==> config.mk <==
export PLATFORM = sky130hd
export DESIGN_NAME = pentagon_mem_sched
export DESIGN_NICKNAME = d
export VERILOG_FILES = /design/src/rtl/pentagon_mem_sched_pkg.sv /design/src/rtl/slot_phase_counter.sv /design/src/rtl/pentagon_mem_sched.sv
export SDC_FILE = /design/constraint.sdc
export NUM_CORES = 1
export LEC_CHECK = 0
export CAP_MARGIN = 5
export CORE_ASPECT_RATIO = 1.75
export CORE_UTILIZATION = 39
export CTS_CLUSTER_SIZE = 40
export DETAILED_ROUTE_END_ITERATION = 8
export PLACE_DENSITY_LB_ADDON = 0.2
export SLEW_MARGIN = 5
export SYNTH_ARGS = -nofsm -noshare
export SYNTH_HDL_FRONTEND = slang
export SYNTH_SLANG_ARGS = --single-unit
==> constraint.sdc <==
create_clock -name C -period 3 [get_ports C]
set_input_delay 0.6 -clock C [delete_from_list [all_inputs] [get_ports C]]
set_output_delay 0.6 -clock C [all_outputs]
set_load 0.1 [all_outputs]
==> src/rtl/pentagon_mem_sched_pkg.sv <==
// Shared types and slot-timing constants for the video/CPU RAM scheduler.
package pentagon_mem_sched_pkg;

    typedef enum logic [1:0] {
        ST_IDLE   = 2'd0,
        ST_VFETCH = 2'd1,
        ST_CPU    = 2'd2
    } win_state_e;

    // Cell phases: the two window boundaries and the shift-register load slot.
    localparam logic [2:0] PH_VID  = 3'd0;
    localparam logic [2:0] PH_CPU2 = 3'd4;
    localparam logic [2:0] PH_LOAD = 3'd7;

    // Offsets inside a 4-phase window.
    localparam logic [1:0] PIX_OFS  = 2'd1;
    localparam logic [1:0] ATTR_OFS = 2'd3;
    localparam logic [1:0] ACK_OFS  = 2'd3;

    function automatic logic is_boundary(input logic [2:0] ph);
        return (ph == PH_VID) || (ph == PH_CPU2);
    endfunction

endpackage

==> src/rtl/slot_phase_counter.sv <==
// Free-running 8-phase cell counter; flags window starts and the last phase of a cell.
module slot_phase_counter
    import pentagon_mem_sched_pkg::*;
(
    input  logic       C,
    input  logic       R,
    output logic [2:0] p,
    output logic       win_start,
    output logic       cell_end
);

    logic [2:0] p_q;
    logic [2:0] p_d;

    assign p_d = p_q + 3'd1;

    // NOTE: state registers use non-blocking assignment so every flop samples pre-edge values.
    always_ff @(posedge C) begin
        if (R) begin
            p_q <= 3'd0;
        end else begin
            p_q <= p_d;
        end
    end

    assign p         = p_q;
    assign win_start = is_boundary(p_q);
    assign cell_end  = (p_q == PH_LOAD);

endmodule

==> src/rtl/pentagon_mem_sched.sv <==
// Shared video/CPU RAM slot scheduler: two 4-phase windows per 8-pixel cell,
// each granted to a video fetch, one CPU access, or left idle.
module pentagon_mem_sched
    import pentagon_mem_sched_pkg::*;
#(
    parameter int CPU_AW = 16,
    parameter int VID_AW = 14
) (
    input  logic              C,
    input  logic              R,
    input  logic              vid_active,
    input  logic [VID_AW-1:0] vid_addr_pix,
    input  logic [VID_AW-1:0] vid_addr_attr,
    input  logic              cpu_req,
    input  logic              cpu_we,
    input  logic [CPU_AW-1:0] cpu_addr,
    input  logic [7:0]        cpu_wdata,
    output logic [7:0]        cpu_rdata,
    output logic              cpu_ack,
    output logic [CPU_AW-1:0] ram_addr,
    input  logic [7:0]        ram_d,
    output logic [7:0]        ram_dout,
    output logic              ram_doe,
    output logic              ram_oe_n,
    output logic              ram_we_n,
    output logic              sa,
    output logic              pix_stb,
    output logic              attr_stb,
    output logic              shift_pe
);

    logic [2:0] p;
    logic       win_start;
    logic       cell_end;

    slot_phase_counter u_phase (
        .C         (C),
        .R         (R),
        .p         (p),
        .win_start (win_start),
        .cell_end  (cell_end)
    );

    // Every output is registered, so next-cycle values are built from the next phase.
    logic [2:0] p_nxt;
    logic [1:0] ofs;
    logic [1:0] ofs_nxt;
    logic       bnd_nxt;
    logic       we_phase;

    assign p_nxt    = p + 3'd1;
    assign ofs      = p[1:0];
    assign ofs_nxt  = p_nxt[1:0];
    assign bnd_nxt  = is_boundary(p_nxt);
    // Write strobe spans w+1..w+2, leaving a phase of address/data setup and hold.
    assign we_phase = win_start || (ofs == 2'd1);

    win_state_e        state_q, state_d;
    logic              va_q, va_d;
    logic [CPU_AW-1:0] cmd_addr_q, cmd_addr_d;
    logic              cmd_we_q, cmd_we_d;
    logic [7:0]        cmd_wdata_q, cmd_wdata_d;

    logic              sa_q, sa_d;
    logic [CPU_AW-1:0] ram_addr_q, ram_addr_d;
    logic              ram_oe_n_q, ram_oe_n_d;
    logic              ram_we_n_q, ram_we_n_d;
    logic              ram_doe_q, ram_doe_d;
    logic [7:0]        ram_dout_q, ram_dout_d;
    logic              pix_stb_q, pix_stb_d;
    logic              attr_stb_q, attr_stb_d;
    logic              shift_pe_q, shift_pe_d;
    logic              cpu_ack_q, cpu_ack_d;
    logic [7:0]        cpu_rdata_q, cpu_rdata_d;

    // NOTE: every always_comb output gets a default first, so no path can infer a latch.
    always_comb begin : next_window
        state_d     = state_q;
        va_d        = cell_end ? vid_active : va_q;
        cmd_addr_d  = cmd_addr_q;
        cmd_we_d    = cmd_we_q;
        cmd_wdata_d = cmd_wdata_q;
        if (bnd_nxt) begin
            if ((p_nxt == PH_VID) && va_d) begin
                state_d = ST_VFETCH;
            end else if (cpu_req) begin
                state_d     = ST_CPU;
                cmd_addr_d  = cpu_addr;
                cmd_we_d    = cpu_we;
                cmd_wdata_d = cpu_wdata;
            end else begin
                state_d = ST_IDLE;
            end
        end
    end

    always_comb begin : next_outputs
        sa_d        = 1'b0;
        ram_addr_d  = '0;
        ram_oe_n_d  = 1'b1;
        ram_we_n_d  = 1'b1;
        ram_doe_d   = 1'b0;
        ram_dout_d  = 8'h00;
        pix_stb_d   = 1'b0;
        attr_stb_d  = 1'b0;
        cpu_ack_d   = 1'b0;
        shift_pe_d  = (p_nxt == PH_LOAD) && va_q;
        cpu_rdata_d = cpu_rdata_q;
        if ((state_q == ST_CPU) && !cmd_we_q && (ofs == 2'd2)) begin
            cpu_rdata_d = ram_d;
        end
        case (state_d)
            ST_VFETCH: begin
                ram_oe_n_d = 1'b0;
                ram_addr_d = ofs_nxt[1] ? CPU_AW'(vid_addr_attr) : CPU_AW'(vid_addr_pix);
                pix_stb_d  = (ofs_nxt == PIX_OFS);
                attr_stb_d = (ofs_nxt == ATTR_OFS);
            end
            ST_CPU: begin
                sa_d       = 1'b1;
                ram_addr_d = cmd_addr_d;
                cpu_ack_d  = (ofs_nxt == ACK_OFS);
                if (cmd_we_d) begin
                    ram_doe_d  = 1'b1;
                    ram_dout_d = cmd_wdata_d;
                    ram_we_n_d = !we_phase;
                end else begin
                    ram_oe_n_d = bnd_nxt;
                end
            end
            default: begin
            end
        endcase
    end

    always_ff @(posedge C) begin
        if (R) begin
            state_q     <= ST_IDLE;
            va_q        <= 1'b0;
            cmd_addr_q  <= '0;
            cmd_we_q    <= 1'b0;
            cmd_wdata_q <= 8'h00;
            sa_q        <= 1'b0;
            ram_addr_q  <= '0;
            ram_oe_n_q  <= 1'b1;
            ram_we_n_q  <= 1'b1;
            ram_doe_q   <= 1'b0;
            ram_dout_q  <= 8'h00;
            pix_stb_q   <= 1'b0;
            attr_stb_q  <= 1'b0;
            shift_pe_q  <= 1'b0;
            cpu_ack_q   <= 1'b0;
            cpu_rdata_q <= 8'h00;
        end else begin
            state_q     <= state_d;
            va_q        <= va_d;
            cmd_addr_q  <= cmd_addr_d;
            cmd_we_q    <= cmd_we_d;
            cmd_wdata_q <= cmd_wdata_d;
            sa_q        <= sa_d;
            ram_addr_q  <= ram_addr_d;
            ram_oe_n_q  <= ram_oe_n_d;
            ram_we_n_q  <= ram_we_n_d;
            ram_doe_q   <= ram_doe_d;
            ram_dout_q  <= ram_dout_d;
            pix_stb_q   <= pix_stb_d;
            attr_stb_q  <= attr_stb_d;
            shift_pe_q  <= shift_pe_d;
            cpu_ack_q   <= cpu_ack_d;
            cpu_rdata_q <= cpu_rdata_d;
        end
    end

    assign sa        = sa_q;
    assign ram_addr  = ram_addr_q;
    assign ram_oe_n  = ram_oe_n_q;
    assign ram_we_n  = ram_we_n_q;
    assign ram_doe   = ram_doe_q;
    assign ram_dout  = ram_dout_q;
    assign pix_stb   = pix_stb_q;
    assign attr_stb  = attr_stb_q;
    assign shift_pe  = shift_pe_q;
    assign cpu_ack   = cpu_ack_q;
    assign cpu_rdata = cpu_rdata_q;

endmodule

==> flow_summary.yaml, run 1 <==
status:
  outcome: "completed"
floorplanning:
  start_util_pct: 40.8
  coreArea_um2: 6590
  num_io_pins: 105
  row_count: 39
  die_h_um: 112
  die-width_um: 64.7
  die_area_um2: 7240
pwr:
  pwr_density_cell_nw_per_um2: 573
  power.leakage_uw: 0.00162
  peakVddDrop_v: 0.000330
detailed_routing:
  vias: 2190
  ant_nets: 0
  wire_per_inst_um: 13.2
  dr.pass1.iters: 4
  finalWirelength_um: 6060
  drc_errors: 0
  via_per_inst: 4.77
  drt_iter0_markers: 108
global_routing:
  gr-total-overflow: 0
  track_usage_pct: 18.1
  grt_pass1_vias: 2174
  grt_pass1_wl_um: 9740
  grt_start_max_net_pins: 39
  grt_antenna_before_repair: 0
yosys:
  yosys.area.top_type: "dfxtp_1"
  synth-async-reset-ratio_pct: 0
  synth.area.top_cells: "dfxtp_1 53%, mux2i_1 15%, ha_1 5.1%"
  ys.warnings.count: 0
  synthCells: 269
  synth-edff-count: 0
  syn_area_um2: 2690
  synth_fp_nets: 345
  ys_seq_area_share_pct: 52.9
  synth.top_cell.area_share_pct: 52.9
  syn_avg_cell_area_um2: 9.99
  ys.flop_type: "dfxtp_1"
  synth.distinct_cells: 27
  ys_ff_latch: 71
job:
  drv_cap: 0
critical_path:
  r2r_start: "u_phase.p[0]"
  worstPathArrival_ps: 2780
  crit_start: "u_phase.p[0]"
  regToRegEndpoint: "ram_addr[8]"
  start_kind: "flip-flop"
  cp-end-kind: "flip-flop"
  endpoint: "ram_addr[8]"
  crit_required_ps: 3250
  crit_fanout: 15
  reg2regPathDepth: 8
  r2r_setup_slack_ps: 470
  path_class: "flip-flop to flip-flop"
place:
  dp.cells: 443
  port_buffers: 104
  gp_congestion: 0.758
  dpl.hpwl_um: 4480
clock_tree:
  cts_buffers: 9
  cts.sink_count: 71
  cts.clk_slew.worst_paths_ps: 50
  clockBufferDepth: 2
  htreeDepth: 3
  cts_root_buffer: "clkbuf_16"
  cts_tree: "done"
  ctsHoldBuffers: 0
  insertion_delay_ps: 330
  cts_resized: 0
  post_cts_buffers: 0
min_path:
  hold_path.class: "flip-flop to flip-flop"
finish:
  drive_above_1_share_pct: 18.0
  final_nets: 448
  syn_to_final_growth_pct: 49.5
  final_common_cell: "dfxtp_1"
  final_cells: 459
  fill_cells: 601
  num_antenna_cells: 0
  mostFrequentLayoutCells: "71 x dfxtp_1, 64 x clkdlybuf4s50_1, 47 x buf_4, 40 x mux2i_1, 36 x nor2_1"
  final_util_pct: 61.0
timing:
  finalSetupViolations: 0
  rsz0062_at_grt: "no"
  relSlewSlack_pct: 48.7
  clock_skew_ps: 3.89
  slew_viol_final: 0
  period_needed_ps: 2530
  tns_ps: 0
  hold_viol: 0
  period_share_pct: 84.4
  fmax_mhz: 395
  worst_slew_pin_slew_ps: 770
-- synth_stat cells, types with 6 or more instances --
| cell type | count |
|---|---|
| buf_2 | 6 |
| inv_1 | 8 |
| mux2i_1 | 40 |
| a21oi_1 | 18 |
| o22ai_1 | 13 |
| dfxtp_1 | 71 |
| ha_1 | 11 |
| nor2_1 | 36 |
| nand2_1 | 17 |
| nand3_1 | 16 |
| clkbuf_1 | 9 |
-- power by group --
part           internal, uW  switching, uW  total [uW]
logic                   123           90.2         214
clock network           755            370        1130
registers               955           6.99         962
-- critical path: stages, from the launching register on --
cell and delay, ps:
dfxtp_1 400, ha_1 200, ha_1 190, mux2i_2 340, nor3_1 80, a21oi_1 270
ha_1 320, or2_2 440, o22ai_1 200
-- worst min path at each step --
stage | from | end | depth (start not counted)
after global routing | cmd_wdata_q[7] | cmd_wdata_q[7] | 2
after CTS | cmd_wdata_q[0] | cmd_wdata_q[0] | 2
after detailed placement | cmd_wdata_q[0] | cmd_wdata_q[0] | 2
after floorplan | cmd_wdata_q[0] | cmd_wdata_q[0] | 2
final | cmd_wdata_q[0] | cmd_wdata_q[0] | 2
after global placement | cmd_wdata_q[1] | cmd_wdata_q[1] | 2
-- layer usage --
metal,vias to the layer above,global-route usage [%],wire (um),share of wire [%]
met5,-,0,0,0
met4,0,10.5,189,3.1
met3,11,6.56,346,5.7
met2,71,31.9,3280,54
met1,991,17.3,2250,37
li1,1117,-,-,-
-- cell type report --
class / count / area [um^2] / area share (%)
multi-input combinational: 171 / 1140 / 28.4
timing repair buffer: 111 / 993 / 24.7
inverter: 8 / 30.0 / 0.748
tap: 82 / 103 / 2.55
sequential: 71 / 1420 / 35.4
clock buffer: 14 / 294 / 7.32
clock inverter: 2 / 35.0 / 0.872
-- stage by stage --
| step | setup slack, ps | power (uW) | hold slack, ps | instance area (um^2) |
|---|---|---|---|---|
| after floorplan | 128 | 1090 | 437 | 2690 |
| after global placement | 342 | 1190 | 442 | 3690 |
| after detailed placement | 280 | 1200 | 447 | 3690 |
| after CTS | 433 | 2330 | 455 | 4020 |
| after global routing | 279 | 2380 | 472 | 4020 |
| final | 468 | 2300 | 453 | 4020 |
-- cell families after synthesis --
kind of cell             count (synthesis)  share of synthesized area [%]
AO/OA/AOI/OAI                           35                           7.55
adder cells (fa/ha/maj)                 11                           5.12
buffers and inverters                   27                           4.89
flip-flops                              71                           52.9
multiplexers                            42                           15.8
AND/OR/NAND/NOR                         83                           13.7
-- sequential cells by signal, summed over array words and instances (netlist names) --
| register | count |
|---|---|
| ram_doe | 1 |
| shift_pe | 1 |
| cpu_ack | 1 |
| ram_oe_n | 1 |
| ram_dout | 8 |
| attr_stb | 1 |
| u_phase.p | 3 |
| sa | 1 |
| cmd_addr_q | 16 |
| va_q | 1 |
| cmd_wdata_q | 8 |
| pix_stb | 1 |
| ram_we_n | 1 |
| cpu_rdata | 8 |
| ram_addr | 16 |
| state_q | 2 |
| cmd_we_q | 1 |
(Power assumes the default switching activity.)
==> run 2: changes to the inputs <==
clock period = 2.1 ns   (was 3 ns; I/O delays follow)
==> run 2 against run 1 <==
  * The flow now finishes with violations (negative setup slack)
  * Total power increased by 39%
  * Sequential share of layout area decreased by 2.0 points
  * Clock power increased by 31%
  * Maximum frequency increased by 20%
  * Setup slack got worse by 490 ps
  * Die area unchanged
  * First-iteration DRC count decreased by 13%
  * Register-to-register slack got worse by 490 ps
  * Critical endpoint is now ram_addr[12]
  * Largest cell class unchanged
==> flow_summary.yaml, run 2 (same netlist as run 1, synthesis figures left out) <==
clock_tree:
  clockBufferDepth: 2
  cts_tree: "done"
  htreeDepth: 3
  cts.clk_slew.worst_paths_ps: 50
  cts_buffers: 9
  insertion_delay_ps: 330
  cts_root_buffer: "clkbuf_16"
  ctsHoldBuffers: 0
  cts.sink_count: 71
pwr:
  peakVddDrop_v: 0.000487
  power.leakage_uw: 0.00171
  pwr_density_cell_nw_per_um2: 749
  totalPowerFinal_uw: 3200
finish:
  fill_cells: 553
  syn_to_final_growth_pct: 59.2
  final_common_cell: "dfxtp_1"
  seqCellArea_um2: 1430
  final_area_um2: 4280
  final_nets: 465
  num_antenna_cells: 0
  multiInputGateArea_um2: 1280
  mostFrequentLayoutCells: "69 x dfxtp_1, 64 x clkdlybuf4s50_1, 61 x buf_4, 39 x mux2i_1, 36 x nor2_1"
  final_util_pct: 64.9
  drive_above_1_share_pct: 26.6
detailed_routing:
  dr.pass1.iters: 4
  drc_errors: 0
  drt_iter0_markers: 94
  ant_nets: 0
  vias: 2324
  wire_per_inst_um: 13.7
  finalWirelength_um: 6500
  via_per_inst: 4.88
timing:
  holdWs_ps: 452
  slew_viol_final: 0
  worst_slew_pin_slew_ps: 446
  fmax_mhz: 472
  finalSetupViolations: 5
  relSlewSlack_pct: 70.2
  timing.final.ws_setup_ps: -18.1
  period_share_pct: 101
  tns_ps: -45.7
  hold_viol: 0
  period_needed_ps: 2120
  clock_skew_ps: 4.11
  rsz0062_at_grt: "yes"
floorplanning:
  row_count: 39
  coreArea_um2: 6590
  num_io_pins: 105
  start_util_pct: 40.8
  die_area_um2: 7240
  die_h_um: 112
  die-width_um: 64.7
status:
  outcome: "finished with violations"
  violations: "negative setup slack"
critical_path:
  r2r_setup_slack_ps: -20
  crit_required_ps: 2350
  worstPathArrival_ps: 2370
  cp-end-kind: "flip-flop"
  reg2regPathDepth: 9
  start_kind: "flip-flop"
  r2r_start: "u_phase.p[0]"
  crit_start: "u_phase.p[0]"
  endpoint: "ram_addr[12]"
  crit_fanout: 8
  path_class: "flip-flop to flip-flop"
  regToRegEndpoint: "ram_addr[12]"
job:
  drv_cap: 0
place:
  dpl.hpwl_um: 4720
  postPlaceCellArea_um2: 3870
  port_buffers: 104
  gp_congestion: 0.782
global_routing:
  track_usage_pct: 19.0
  gr-total-overflow: 0
  grt_pass1_vias: 2307
  grt_start_max_net_pins: 25
  grt_pass1_wl_um: 10400
  grt_antenna_before_repair: 0
min_path:
  hold_path.class: "flip-flop to flip-flop"
## run 2: how the worst min path moves through the flow
stage,from,endpoint,slack (ps),depth (start not counted)
floorplan,u_phase.p[0],u_phase.p[0],440,1
global placement,cmd_wdata_q[3],cmd_wdata_q[3],440,2
detailed placement,cmd_wdata_q[4],cmd_wdata_q[4],450,2
CTS,cmd_wdata_q[4],cmd_wdata_q[4],450,2
global route,cmd_wdata_q[0],cmd_wdata_q[0],470,2
finish,cmd_wdata_q[4],cmd_wdata_q[4],450,2
## run 2: layout make-up
type	count	area share (%)
sequential	71	33.3
multi-input combinational	172	30.0
timing repair buffer	127	26.4
clock buffer	14	6.90
tap	82	2.40
inverter	8	0.702
clock inverter	2	0.234
## run 2: timing repair
item / CTS / global route
endpoints found under the hold margin: 0 / 0
gates cloned: 1 / 0
gates resized for setup: 12 / 5
setup endpoints to repair: 15 / 18
pin swaps: 4 / 0
buffers inserted: 2 / 0
## run 2: worst max-delay path, stage by stage, from the launching register on
cell	delay, ps
dfxtp_4	340
ha_4	160
ha_4	160
mux2i_4	190
o211a_1	250
a21oi_4	150
inv_2	80
ha_4	230
or2_4	290
o22ai_2	180
## run 2: metrics by stage
| stage | setup WS (ps) | cells |
|---|---|---|
| 2_1_floorplan | -376 | 269 |
| 3_3_place_gp | -181 | 457 |
| 3_5_place_dp | -243 | 457 |
| 4_1_cts | -15.4 | 476 |
| 5_1_grt | -71.1 | 476 |
| 6_report | -18.1 | 476 |
## run 2: where the power goes
part	internal, uW	leakage, uW	switching (uW)
clock network	963	0.000154	520
registers	1370	0.000574	10.4
logic	200	0.000986	144
total	2530	0.00171	674
## run 2: per-layer routing
layer / up-vias / part of all wire (%) / track usage [%]
met5: - / 0 / 0
met4: 0 / 3.3 / 12.4
met3: 17 / 5.0 / 3.28
met2: 94 / 56 / 35.9
met1: 1063 / 36 / 17.8
li1: 1150 / - / -
==> run 3: changes to the inputs <==
ABC_AREA = 1   (was default)
CAP_MARGIN = default   (was 5)
CORE_UTILIZATION = 41   (was 39)
CTS_BUF_LIST = sky130_fd_sc_hd__clkbuf_8   (was default)
==> run 3 against run 2 <==
  * The run now ends clean
  * First-iteration DRC count increased by 5.3%
  * Cell area decreased by 0.26%
  * Register-to-register slack gained 110 ps
  * Total power fell by 10%
  * Clock power decreased by 29%
  * Global-route usage decreased by 0.32 points
  * Setup slack improved by 110 ps
==> flow_summary.yaml, run 3 <==
floorplanning:
  die_area_um2: 7350
  row_count: 40
  die_h_um: 113
  start_util_pct: 42.2
  die-width_um: 65.2
  coreArea_um2: 6810
  num_io_pins: 105
detailed_routing:
  finalWirelength_um: 6490
  dr.pass1.iters: 6
  wire_per_inst_um: 11.2
  drc_errors: 0
  drt_iter0_markers: 99
  ant_nets: 0
  via_per_inst: 4.48
  vias: 2601
global_routing:
  grt_antenna_before_repair: 0
  gr-total-overflow: 0
  track_usage_pct: 18.7
  grt_start_max_net_pins: 36
  grt_pass1_wl_um: 10400
  grt_pass1_vias: 2471
yosys:
  synth-edff-count: 0
  ys.flop_type: "dfxtp_1"
  ys_seq_area_share_pct: 49.5
  synth.distinct_cells: 25
  synthCells: 370
  yosys.area.top_type: "dfxtp_1"
  syn_area_um2: 2870
  synth.area.top_cells: "dfxtp_1 50%, nand2_1 9.9%, nor2_1 8.4%"
  synth-async-reset-ratio_pct: 0
  ys_ff_latch: 71
  ys.warnings.count: 0
  syn_avg_cell_area_um2: 7.75
  synth.top_cell.area_share_pct: 49.5
  yosysMostFrequentCell: "nand2_1"
  synth_fp_nets: 446
  yosys-top-cells-count: "76 x nand2_1, 71 x dfxtp_1, 64 x nor2_1"
clock_tree:
  cts_tree: "done"
  cts_root_buffer: "clkbuf_8"
  cts.clk_slew.worst_paths_ps: 70
  insertion_delay_ps: 350
  cts.sink_count: 71
  clockBufferDepth: 2
  htreeDepth: 3
  cts_buffers: 9
critical_path:
  critPathBufInv: 2
  crit_required_ps: 2390
  cp_top_family: "simple AND/OR/NAND/NOR gates"
  r2r_start: "u_phase.p[1]"
  slowest_stage: "dfxtp_2"
  start_kind: "flip-flop"
  regToRegEndpoint: "ram_addr[4]"
  path_class: "flip-flop to flip-flop"
  reg2regPathDepth: 13
  worstPathArrival_ps: 2300
  crit_fanout: 6
  path_cells: "ha_4 > ha_4 > nand2_2 > nand3_4 > nand2_2 > o21ai_2 > ha_1 > nor2_2 > inv_2 > nor2_4 > clkbuf_16 > o211ai_1 > nand2_1"
  r2r_setup_slack_ps: 90
  slowest_delay_ps: 340
  cp-end-kind: "flip-flop"
timing:
  rsz0062_at_grt: "yes"
  finalSetupViolations: 0
  timing.final.ws_setup_ps: 94.3
  period_share_pct: 95.5
  clock_skew_ps: 6.25
  relSlewSlack_pct: 68.5
  period_needed_ps: 2010
  worst_slew_pin_slew_ps: 470
  slew_viol_final: 0
  hold_viol: 0
  fmax_mhz: 499
finish:
  mostFrequentLayoutCells: "74 x nand2_1, 69 x dfxtp_1, 64 x clkdlybuf4s50_1, 63 x nor2_1"
  syn_to_final_growth_pct: 48.7
  drive_above_1_share_pct: 22.4
  final_util_pct: 62.7
  final_common_cell: "nand2_1"
  final_nets: 567
  num_antenna_cells: 0
  fill_cells: 619
pwr:
  peakVddDrop_v: 0.000378
  pwr_density_cell_nw_per_um2: 673
  power.leakage_uw: 0.00202
status:
  outcome: "completed"
place:
  gp_congestion: 0.777
  dpl.hpwl_um: 4680
  post-place-ws_ps: -210
  port_buffers: 104
min_path:
  worstHoldEndpoint: "shift_pe"
  whs_path_depth: 2
  hold_path.class: "flip-flop to flip-flop"
  hold_start: "va_q"
job:
  drv_cap: 0
## run 3: cell types whose count changed after synthesis, sizes merged, moves of 5 or more
cell    previous run  this run
a21oi             18         1
inv                8        59
mux2i             41         0
o22ai             13         0
nand2             17        78
o211ai             1        13
or2                2        14
o21ai              1        21
nor2              36        67
clkbuf             9         4
## run 3: worst max-delay path by stage
stage / from / to / slack (ps) / cells after the start
CTS: u_phase.p[0] / ram_addr[9] / 20 / 15
global placement: vid_active / ram_addr[1] / -130 / 14
detailed placement: vid_active / ram_addr[9] / -210 / 14
finish: u_phase.p[1] / ram_addr[4] / 90 / 13
floorplan: u_phase.p[0] / ram_addr[10] / 5 / 15
global route: u_phase.p[1] / ram_addr[7] / -30 / 14
## run 3: cell families (layout without fill, tap and decap cells)
family	after synthesis	in the layout	share of synthesized area (%)
AOI/OAI and AO/OA	36	36	7.50
adders and majority gates	11	11	4.80
buffers and inverters	71	197	10.2
DFF	71	71	49.5
and+or+nand+nor	181	181	28.0
## run 3: worst min-delay path: stages (launching register included)
cell and delay [ps]:
dfxtp_1 300, inv_1 70, nor4_1 60
## run 3: routing by layer
| metal | GRT usage (%) | wire length, um | vias to the layer above |
|---|---|---|---|
| met1 | 18.2 | 2540 | 1140 |
| met3 | 5.28 | 387 | 11 |
| met5 | 0 | 0 | - |
| met4 | 11.3 | 170 | 0 |
| li1 | - | - | 1366 |
| met2 | 33.5 | 3400 | 84 |
## run 3: metrics by stage
step | hold slack (ps) | cell area (um^2) | TNS [ps] | std cells | total power, uW
detailed placement | 472 | 3990 | -4460 | 562 | 1840
finish | 472 | 4270 | 0 | 580 | 2870
floorplan | 426 | 2890 | 0 | 370 | 1650
global route | 524 | 4270 | -227 | 580 | 3010
CTS | 483 | 4190 | 0 | 578 | 2900
global placement | 463 | 3990 | -2870 | 562 | 1840
## run 3: final cells by class
class	instances	area (um^2)	share of cell area, %
well taps	84	105	2.46
multi-input cells	228	1210	28.3
clock buffers	10	138	3.23
clock inverters	6	52.6	1.23
flip-flops and latches	71	1420	33.4
repair buffers	122	1120	26.2
inverters	59	221	5.19
## run 3: power breakdown
part / internal (uW) / switching, uW
logic: 212 / 222
registers: 1380 / 13.1
clock network: 566 / 481
total: 2160 / 717
## run 3: repair_timing
action,4_1_cts,5_1_grt
setup buffers,0,1
resized for setup,4,11
gates cloned,0,1
hold buffers,0,0
pin swaps,1,7
setup endpoints to repair,25,28
